--- src/rtl/mono_to_stereo_if.sv ---
// Stream bundle for the mono-to-stereo expander: mono sample input side,
// stereo channel-word output side, plus mute control and diagnostics.
interface mono_to_stereo_if #(
  parameter int IN_WIDTH  = 16,
  parameter int OUT_WIDTH = 24
);
  logic                 mute;
  logic [IN_WIDTH-1:0]  s_axis_data;
  logic                 s_axis_valid;
  logic                 s_axis_ready;
  logic                 s_axis_last;
  logic [OUT_WIDTH-1:0] m_axis_data;
  logic                 m_axis_valid;
  logic                 m_axis_ready;
  logic                 m_axis_last;
  logic                 frame_end;
  logic [15:0]          underrun_count;

  // Expander side: consumes mono samples, produces channel words.
  modport slave (
    input  mute, s_axis_data, s_axis_valid, s_axis_last, m_axis_ready,
    output s_axis_ready, m_axis_data, m_axis_valid, m_axis_last,
           frame_end, underrun_count
  );

  // Environment side: produces mono samples, consumes channel words.
  modport master (
    output mute, s_axis_data, s_axis_valid, s_axis_last, m_axis_ready,
    input  s_axis_ready, m_axis_data, m_axis_valid, m_axis_last,
           frame_end, underrun_count
  );
endinterface

--- src/rtl/mono_to_stereo.sv ---
// Mono-to-stereo expander: each accepted mono sample is left-justified into
// an OUT_WIDTH word and emitted twice (left word, then right word) toward
// the I2S2 transmit stream. Back-to-back samples sustain one sample per two
// cycles because a new sample may be taken on the right-word handshake.
module mono_to_stereo #(
  parameter int IN_WIDTH  = 16,
  parameter int OUT_WIDTH = 24
) (
  input  logic             clk,
  input  logic             reset,
  mono_to_stereo_if.slave  bus
);
  localparam int PAD = OUT_WIDTH - IN_WIDTH;

  typedef enum logic [1:0] {
    IDLE   = 2'd0,
    SEND_L = 2'd1,
    SEND_R = 2'd2
  } state_t;

  state_t               state_reg;
  state_t               state_next;
  logic [OUT_WIDTH-1:0] sample_reg;
  logic                 last_reg;
  logic                 frame_end_reg;
  logic [15:0]          underrun_reg;
  logic [OUT_WIDTH-1:0] justified;
  logic                 in_hs;
  logic                 s_ready;

  // A narrower output word cannot hold the sample; refuse to elaborate.
  if (OUT_WIDTH < IN_WIDTH) begin : g_width_check
    $error("mono_to_stereo: OUT_WIDTH must be >= IN_WIDTH");
  end

  // Left-justify: the sample MSB lands on the word MSB, so the sign is kept
  // and the low PAD bits are zero.
  for (genvar gi = 0; gi < OUT_WIDTH; gi++) begin : g_just
    if (gi < PAD) begin : g_pad
      assign justified[gi] = 1'b0;
    end else begin : g_bit
      assign justified[gi] = bus.s_axis_data[gi-PAD];
    end
  end

  // Ready in IDLE, or in SEND_R when the right word leaves this cycle.
  assign s_ready = (state_reg == IDLE) ||
                   ((state_reg == SEND_R) && bus.m_axis_ready);
  assign in_hs   = bus.s_axis_valid && s_ready;

  assign bus.s_axis_ready   = s_ready;
  assign bus.m_axis_valid   = (state_reg != IDLE);
  assign bus.m_axis_last    = (state_reg == SEND_R);
  assign bus.m_axis_data    = sample_reg;
  assign bus.frame_end      = frame_end_reg;
  assign bus.underrun_count = underrun_reg;

  // State register; reset drops straight to IDLE so valid falls at once.
  always_ff @(posedge clk or posedge reset) begin
    if (reset) state_reg <= IDLE;
    else       state_reg <= state_next;
  end

  // Next-state logic for the left/right word sequencing.
  always_comb begin
    state_next = state_reg;
    case (state_reg)
      IDLE:    if (in_hs) state_next = SEND_L;
      SEND_L:  if (bus.m_axis_ready) state_next = SEND_R;
      SEND_R:  if (bus.m_axis_ready) state_next = in_hs ? SEND_L : IDLE;
      default: state_next = IDLE;
    endcase
  end

  // Capture the sample and its frame marker; mute only matters here.
  always_ff @(posedge clk or posedge reset) begin
    if (reset) begin
      sample_reg <= '0;
      last_reg   <= 1'b0;
    end else if (in_hs) begin
      sample_reg <= bus.mute ? '0 : justified;
      last_reg   <= bus.s_axis_last;
    end
  end

  // One-cycle pulse after the right word of a frame-final sample leaves.
  always_ff @(posedge clk or posedge reset) begin
    if (reset) frame_end_reg <= 1'b0;
    else       frame_end_reg <= (state_reg == SEND_R) && bus.m_axis_ready && last_reg;
  end

  // Count cycles where the sink wanted data but no sample was offered.
  always_ff @(posedge clk or posedge reset) begin
    if (reset) begin
      underrun_reg <= '0;
    end else if ((state_reg == IDLE) && bus.m_axis_ready && !bus.s_axis_valid &&
                 (underrun_reg != 16'hFFFF)) begin
      underrun_reg <= underrun_reg + 16'd1;
    end
  end
endmodule

--- src/flat_wrapper.sv ---
// flat-port wrapper written by rule: the top's interface ports become plain ports
module mono_to_stereo_flat 
#(
  parameter int IN_WIDTH  = 16,
  parameter int OUT_WIDTH = 24
)
  (clk, reset, bus_mute, bus_s_axis_data, bus_s_axis_valid, bus_s_axis_last, bus_m_axis_ready, bus_s_axis_ready, bus_m_axis_data, bus_m_axis_valid, bus_m_axis_last, bus_frame_end, bus_underrun_count);
  mono_to_stereo_if #(.IN_WIDTH(IN_WIDTH), .OUT_WIDTH(OUT_WIDTH)) bus_i ();
  input  logic clk;
  input  logic reset;
  input wire logic [$bits(bus_i.mute)-1:0] bus_mute;
  input wire logic [$bits(bus_i.s_axis_data)-1:0] bus_s_axis_data;
  input wire logic [$bits(bus_i.s_axis_valid)-1:0] bus_s_axis_valid;
  input wire logic [$bits(bus_i.s_axis_last)-1:0] bus_s_axis_last;
  input wire logic [$bits(bus_i.m_axis_ready)-1:0] bus_m_axis_ready;
  output wire logic [$bits(bus_i.s_axis_ready)-1:0] bus_s_axis_ready;
  output wire logic [$bits(bus_i.m_axis_data)-1:0] bus_m_axis_data;
  output wire logic [$bits(bus_i.m_axis_valid)-1:0] bus_m_axis_valid;
  output wire logic [$bits(bus_i.m_axis_last)-1:0] bus_m_axis_last;
  output wire logic [$bits(bus_i.frame_end)-1:0] bus_frame_end;
  output wire logic [$bits(bus_i.underrun_count)-1:0] bus_underrun_count;
  assign bus_i.mute = bus_mute;
  assign bus_i.s_axis_data = bus_s_axis_data;
  assign bus_i.s_axis_valid = bus_s_axis_valid;
  assign bus_i.s_axis_last = bus_s_axis_last;
  assign bus_i.m_axis_ready = bus_m_axis_ready;
  assign bus_s_axis_ready = bus_i.s_axis_ready;
  assign bus_m_axis_data = bus_i.m_axis_data;
  assign bus_m_axis_valid = bus_i.m_axis_valid;
  assign bus_m_axis_last = bus_i.m_axis_last;
  assign bus_frame_end = bus_i.frame_end;
  assign bus_underrun_count = bus_i.underrun_count;
  mono_to_stereo #(.IN_WIDTH(IN_WIDTH), .OUT_WIDTH(OUT_WIDTH)) u_core (.clk(clk), .reset(reset), .bus(bus_i));
endmodule
--- config.mk ---
export PLATFORM = sky130hd
export DESIGN_NAME = mono_to_stereo_flat
export DESIGN_NICKNAME = d
export VERILOG_FILES = /design/src/rtl/mono_to_stereo_if.sv /design/src/rtl/mono_to_stereo.sv /design/src/flat_wrapper.sv
export SDC_FILE = /design/constraint.sdc
export NUM_CORES = 1
export LEC_CHECK = 0
export BUFFER_PORTS_ARGS = -buffer_cell sky130_fd_sc_hd__buf_2
export CAP_MARGIN = 20
export CELL_PAD_IN_SITES_DETAIL_PLACEMENT = 2
export CELL_PAD_IN_SITES_GLOBAL_PLACEMENT = 2
export CORE_MARGIN = 2
export CORE_UTILIZATION = 30
export CTS_CLUSTER_SIZE = 24
export DETAILED_ROUTE_END_ITERATION = 8
export GPL_TIMING_DRIVEN = 1
export MAX_ROUTING_LAYER = met4
export PLACE_DENSITY_LB_ADDON = 0.1
export SLEW_MARGIN = 20
export SYNTH_ARGS = -nofsm -noshare
export SYNTH_HDL_FRONTEND = slang
export SYNTH_SLANG_ARGS = --single-unit
--- constraint.sdc ---
create_clock -name clk -period 2.25 [get_ports clk]
set_input_delay 0.225 -clock clk [delete_from_list [all_inputs] [get_ports clk]]
set_output_delay 0.225 -clock clk [all_outputs]
set_load 0.01 [all_outputs]
**After elaboration in Yosys (flattened, before gate mapping)**

Cells that the tools add are included.
W data, S select, Z words.

- Bits in registers: 44
- Output and inout port bits: 44
- Bits of input ports: 22
- Logic and storage cells: 29

- Reduce and logical (&&, ||, !) cells: 11
- Add/sub/neg operators: 1
- Multiplexer cells: 6
- Eq/ne operators: 6

Operators by type and width:

| kind | count |
|---|---|
| $mux W24 | 1 |
| $add A16 B1 Y16 const B | 1 |
| $ne A16 B16 Y1 const B | 1 |
| $logic_and A1 B1 Y1 | 6 |
| $mux W2 | 3 |
| $pmux W2 S3 | 1 |
| $ne A2 B2 Y1 const B | 2 |
| $reduce_and A3 Y1 | 1 |
| $eq A2 B1 Y1 const B | 1 |
| $eq A2 B2 Y1 const B | 1 |
| $logic_not A2 Y1 | 1 |
| $ne A2 B1 Y1 const B | 1 |
| $reduce_bool A2 Y1 | 1 |
| $logic_not A1 Y1 | 1 |
| $logic_or A1 B1 Y1 | 1 |
| $mux W1 | 1 |

**Depth between registers and ports, before layout**

- Depth after elaboration: 7
- Gate-level depth with buffers: 6
- Gate-level depth less buffers: 5

**Worst setup path after synthesis**

OpenSTA, ideal clock, no wires.

- Kind: register to register
- Start: reg u_core.underrun_reg[0] (netlist: u_core.bus.underrun_count[0])
- End: reg u_core.underrun_reg[1] (netlist: u_core.bus.underrun_count[1])
- Path buffers: 0
- Path slack: 0.520 ns
- Clock period less this slack: 1.730 ns
- Required time: 2.125 ns
- Arrival time: 1.605 ns
- Setup time: 0.125 ns
- Stages on the path, launching flop included: 6
- Cells stage by stage: dfrtp_1 ha_1 nand4_1 nor4_4 nor2_2 mux2_4

- Cells in the longest elaborated chain, start to end: 2
- Elaborated cells on any way between the ends: 3
- Classes of those cells: add/sub (1); eq/ne (1); reduce/logical (1)

RTL lines:

| what | RTL line | text |
|---|---|---|
| from (decl) | mono_to_stereo.sv:26 | `logic [15:0] underrun_reg;` |
| from (signal assigned) | mono_to_stereo.sv:98 | `underrun_reg <= underrun_reg + 16'd1;` |
| parallel branches: the longest is 2 deep, another holds $add A16 B1 Y16 | - |  |

Parallel ways; which one is timed is not known.
A chain may end at the register's enable or synchronous reset.

**Worst setup path after layout**

- Start: reg u_core.underrun_reg[0] (netlist: u_core.bus.underrun_count[0])
- End: reg u_core.underrun_reg[15] (netlist: u_core.bus.underrun_count[15])

The elaborated chain is that of the path after synthesis.

==> results.sh <==
export IMPL_status="finished clean"
export IMPL_cts_setup_buffers=0
export IMPL_clockRootBuffer="clkbuf_8"
export IMPL_rsz0062_at_grt="false"
export IMPL_hold_violations=0
export IMPL_first_pass_iters=3
export IMPL_die_h_um=80.96
export IMPL_synth_cell_type_count=30
export IMPL_tns_ns=0
export IMPL_hp_class="input pin to asynchronous set/reset pin"
export IMPL_syn_area_um2=1777
export IMPL_htree_levels=2
export IMPL_slew_headroom_pct=62.05
export IMPL_max_freq_mhz=503.5
export IMPL_cellPowerDensity_nw_per_um2=1060
export IMPL_grt_total_usage_pct=14.33
export IMPL_synth_compound_area_share_pct=0.4225
export IMPL_area_delta_synth_final_pct=23.94
export IMPL_rows=28
export IMPL_cp_top_family="simple AND/OR/NAND/NOR gates"
export IMPL_synthSimpleGateAreaFrac_pct=21.69
export IMPL_clock_sinks=36
export IMPL_final_common_cell="buf_2"
export IMPL_synth_top_family_by_area="simple AND/OR/NAND/NOR gates"
export IMPL_syn_inst=149
export IMPL_tightestPinTransition_ns=0.5678
export IMPL_wl_per_cell_um=14.86
export IMPL_initial_utilization_pct=30.55
export IMPL_finalMaxSlewViolations=0
export IMPL_postLayoutCellArea_um2=2202
export IMPL_drt_total_wl_um=4236
export IMPL_dieArea_um2=6554
export IMPL_synth_xor_area_share_pct=7.394
export IMPL_yosys_warnings=0
export IMPL_finalCriticalPeriod_ns=1.986
export IMPL_cts_tree="done"
export IMPL_worstSetupPathType="flip-flop to flip-flop"
export IMPL_synth_area_mux_share_pct=12.25
export IMPL_dpl_cell_area_um2=2091
export IMPL_vias_per_cell=4.674
export IMPL_vias=1332
export IMPL_setup_viol=0
export IMPL_antenna_found_initial=0
export IMPL_numPortBuffers=57
export IMPL_power_uw=2335
export IMPL_cp_slowest_cell="dfrtp_1"
export IMPL_hpwl_um=3242
export IMPL_grt_max_degree=37
export IMPL_slowest_delay_ns=0.46
export IMPL_setup_slack_ns=0.2638
export IMPL_n_antenna_cell=0
export IMPL_clkLatencyLatePin_ns=0.28
export IMPL_drv_cap=0
export IMPL_power_leakage_uw=0.001136
export IMPL_cp_max_fo=8
export IMPL_grt_pass1_wl_um=7072
export IMPL_clkTransAtPathRegs_ns=0.07
export IMPL_nNetsFinal=232
export IMPL_drtIter0Drc=13
export IMPL_core_area_um2=5816
export IMPL_ys_ff_latch=36
export IMPL_final_cell_mix="57 x buf_2, 36 x dfrtp_1, 17 x mux2_2, 17 x nor2b_1, 15 x xor2_1"
export IMPL_cts_resized=0
export IMPL_skew_ns=0.006909
export IMPL_cp_data_arrival_time_ns=2.14
export IMPL_period_share_pct=88.28
export IMPL_preCtsSetupSlack_ns=0.2518
export IMPL_ios=66
export IMPL_ir_drop_mv=0.3818
export IMPL_gp_congestion=0.7801
export IMPL_path_cells="ha_1 -> nand4_1 -> nor4_4 -> buf_4 -> nor4_1 -> xor2_1"
export IMPL_clockBufferDepth=2
export IMPL_cts_buffers=5
export IMPL_holdBufCountCts=0
export IMPL_final_layout_size_suffix_gt1_share_pct=43.33
export IMPL_grt_pass1_vias=1430
export IMPL_drcViolationCount=0
export IMPL_die_w_um=80.96
export IMPL_worst_path_buf_inv=1
export IMPL_synth_avg_cell_area_um2=11.92
export IMPL_grt_overflow=0
export IMPL_cp_required_ns=2.40
export IMPL_startpoint_type="flip-flop"
export IMPL_cp_end_kind="flip-flop"
export IMPL_ys_seq_area_share_pct=50.70
export IMPL_synth_fa_ha_area_share_pct=0.7042
export IMPL_ant_nets=0
==> tightest hold or removal path, delay by kind of cell <==
kind	cells	cell delay, ns
buf+inv	3	0.54
==> through the flow <==
stage,cells,hold slack [ns],utilization [%]
2_1_floorplan,156,0.3222,-
3_3_place_gp,277,0.3575,35.95
3_5_place_dp,277,0.3743,35.95
4_1_cts,285,0.05838,37.87
5_1_grt,285,0.07800,37.87
6_report,285,0.04138,37.87
==> per-layer routing <==
| metal | wire length, um | track usage (%) |
|---|---|---|
| met1 | 1785 | 17.97 |
| met2 | 2222 | 23.88 |
| met3 | 206 | 2.778 |
| met4 | 21 | 3.559 |
| met5 | 0 | - |
==> logic make-up after synthesis <==
| family | Yosys count |
|---|---|
| AO/OA/AOI/OAI | 1 |
| buffers and inverters | 15 |
| AND/OR/NAND/NOR | 61 |
| flip-flops | 36 |
| multiplexers | 19 |
| other | 1 |
| adder cells (fa/ha/maj) | 1 |
| XOR/XNOR | 15 |
==> power by group <==
group	total (uW)	leakage, uW	internal, uW	switching, uW
Sequential	1030	0.000461	860	167
Combinational	749	0.000620	382	367
Clock	559	0.0000541	328	231
==> Yosys cell counts (all sizes together) <==
master / number / area [um2]
a211oi: 1 / 7.510
and2: 1 / 6.260
and2b: 1 / 7.510
and3: 3 / 18.77
and4: 2 / 17.52
buf: 13 / 110.1
clkbuf: 1 / 3.750
conb: 1 / 3.750
dfrtp: 36 / 900.9
ha: 1 / 12.51
inv: 1 / 3.750
mux2: 19 / 217.7
nand2: 4 / 15.01
nand3: 5 / 25.02
nand4: 8 / 50.05
nor2: 3 / 13.77
nor2b: 18 / 115.1
nor3: 8 / 40.04
nor3b: 2 / 15.01
nor4: 4 / 40.04
nor4b: 1 / 15.01
or2: 1 / 6.260
xor2: 15 / 131.4
==> final cells by class <==
cell class                 instances  area [um2]
timing repair buffer              60       307.8
clock inverter                     3       42.54
multi-input combinational        105       784.5
tap                               75       93.84
sequential                        36       900.9
clock buffer                       5       68.82
fill                             654        3613
inverter                           1       3.754
==> path summary, 6_finish.rpt <==
check	from	to	slack (ns)	cells after the start
max	u_core.bus.underrun_count[0]$_DFFE_PP0P_	u_core.bus.underrun_count[15]$_DFFE_PP0P_	0.26	6
min reg2reg	u_core.bus.m_axis_data[14]$_DFFE_PP0P_	u_core.bus.m_axis_data[14]$_DFFE_PP0P_	0.49	1
max reg2reg	u_core.bus.underrun_count[0]$_DFFE_PP0P_	u_core.bus.underrun_count[15]$_DFFE_PP0P_	0.26	6
min in group clk	bus_s_axis_last	u_core.last_reg$_DFFE_PP0P_	0.18	2
min	reset	u_core.bus.underrun_count[4]$_DFFE_PP0P_	0.04	3
max in group asynchronous	reset	u_core.bus.underrun_count[7]$_DFFE_PP0P_	1.87	3
Power figures use the tool's default switching activity.
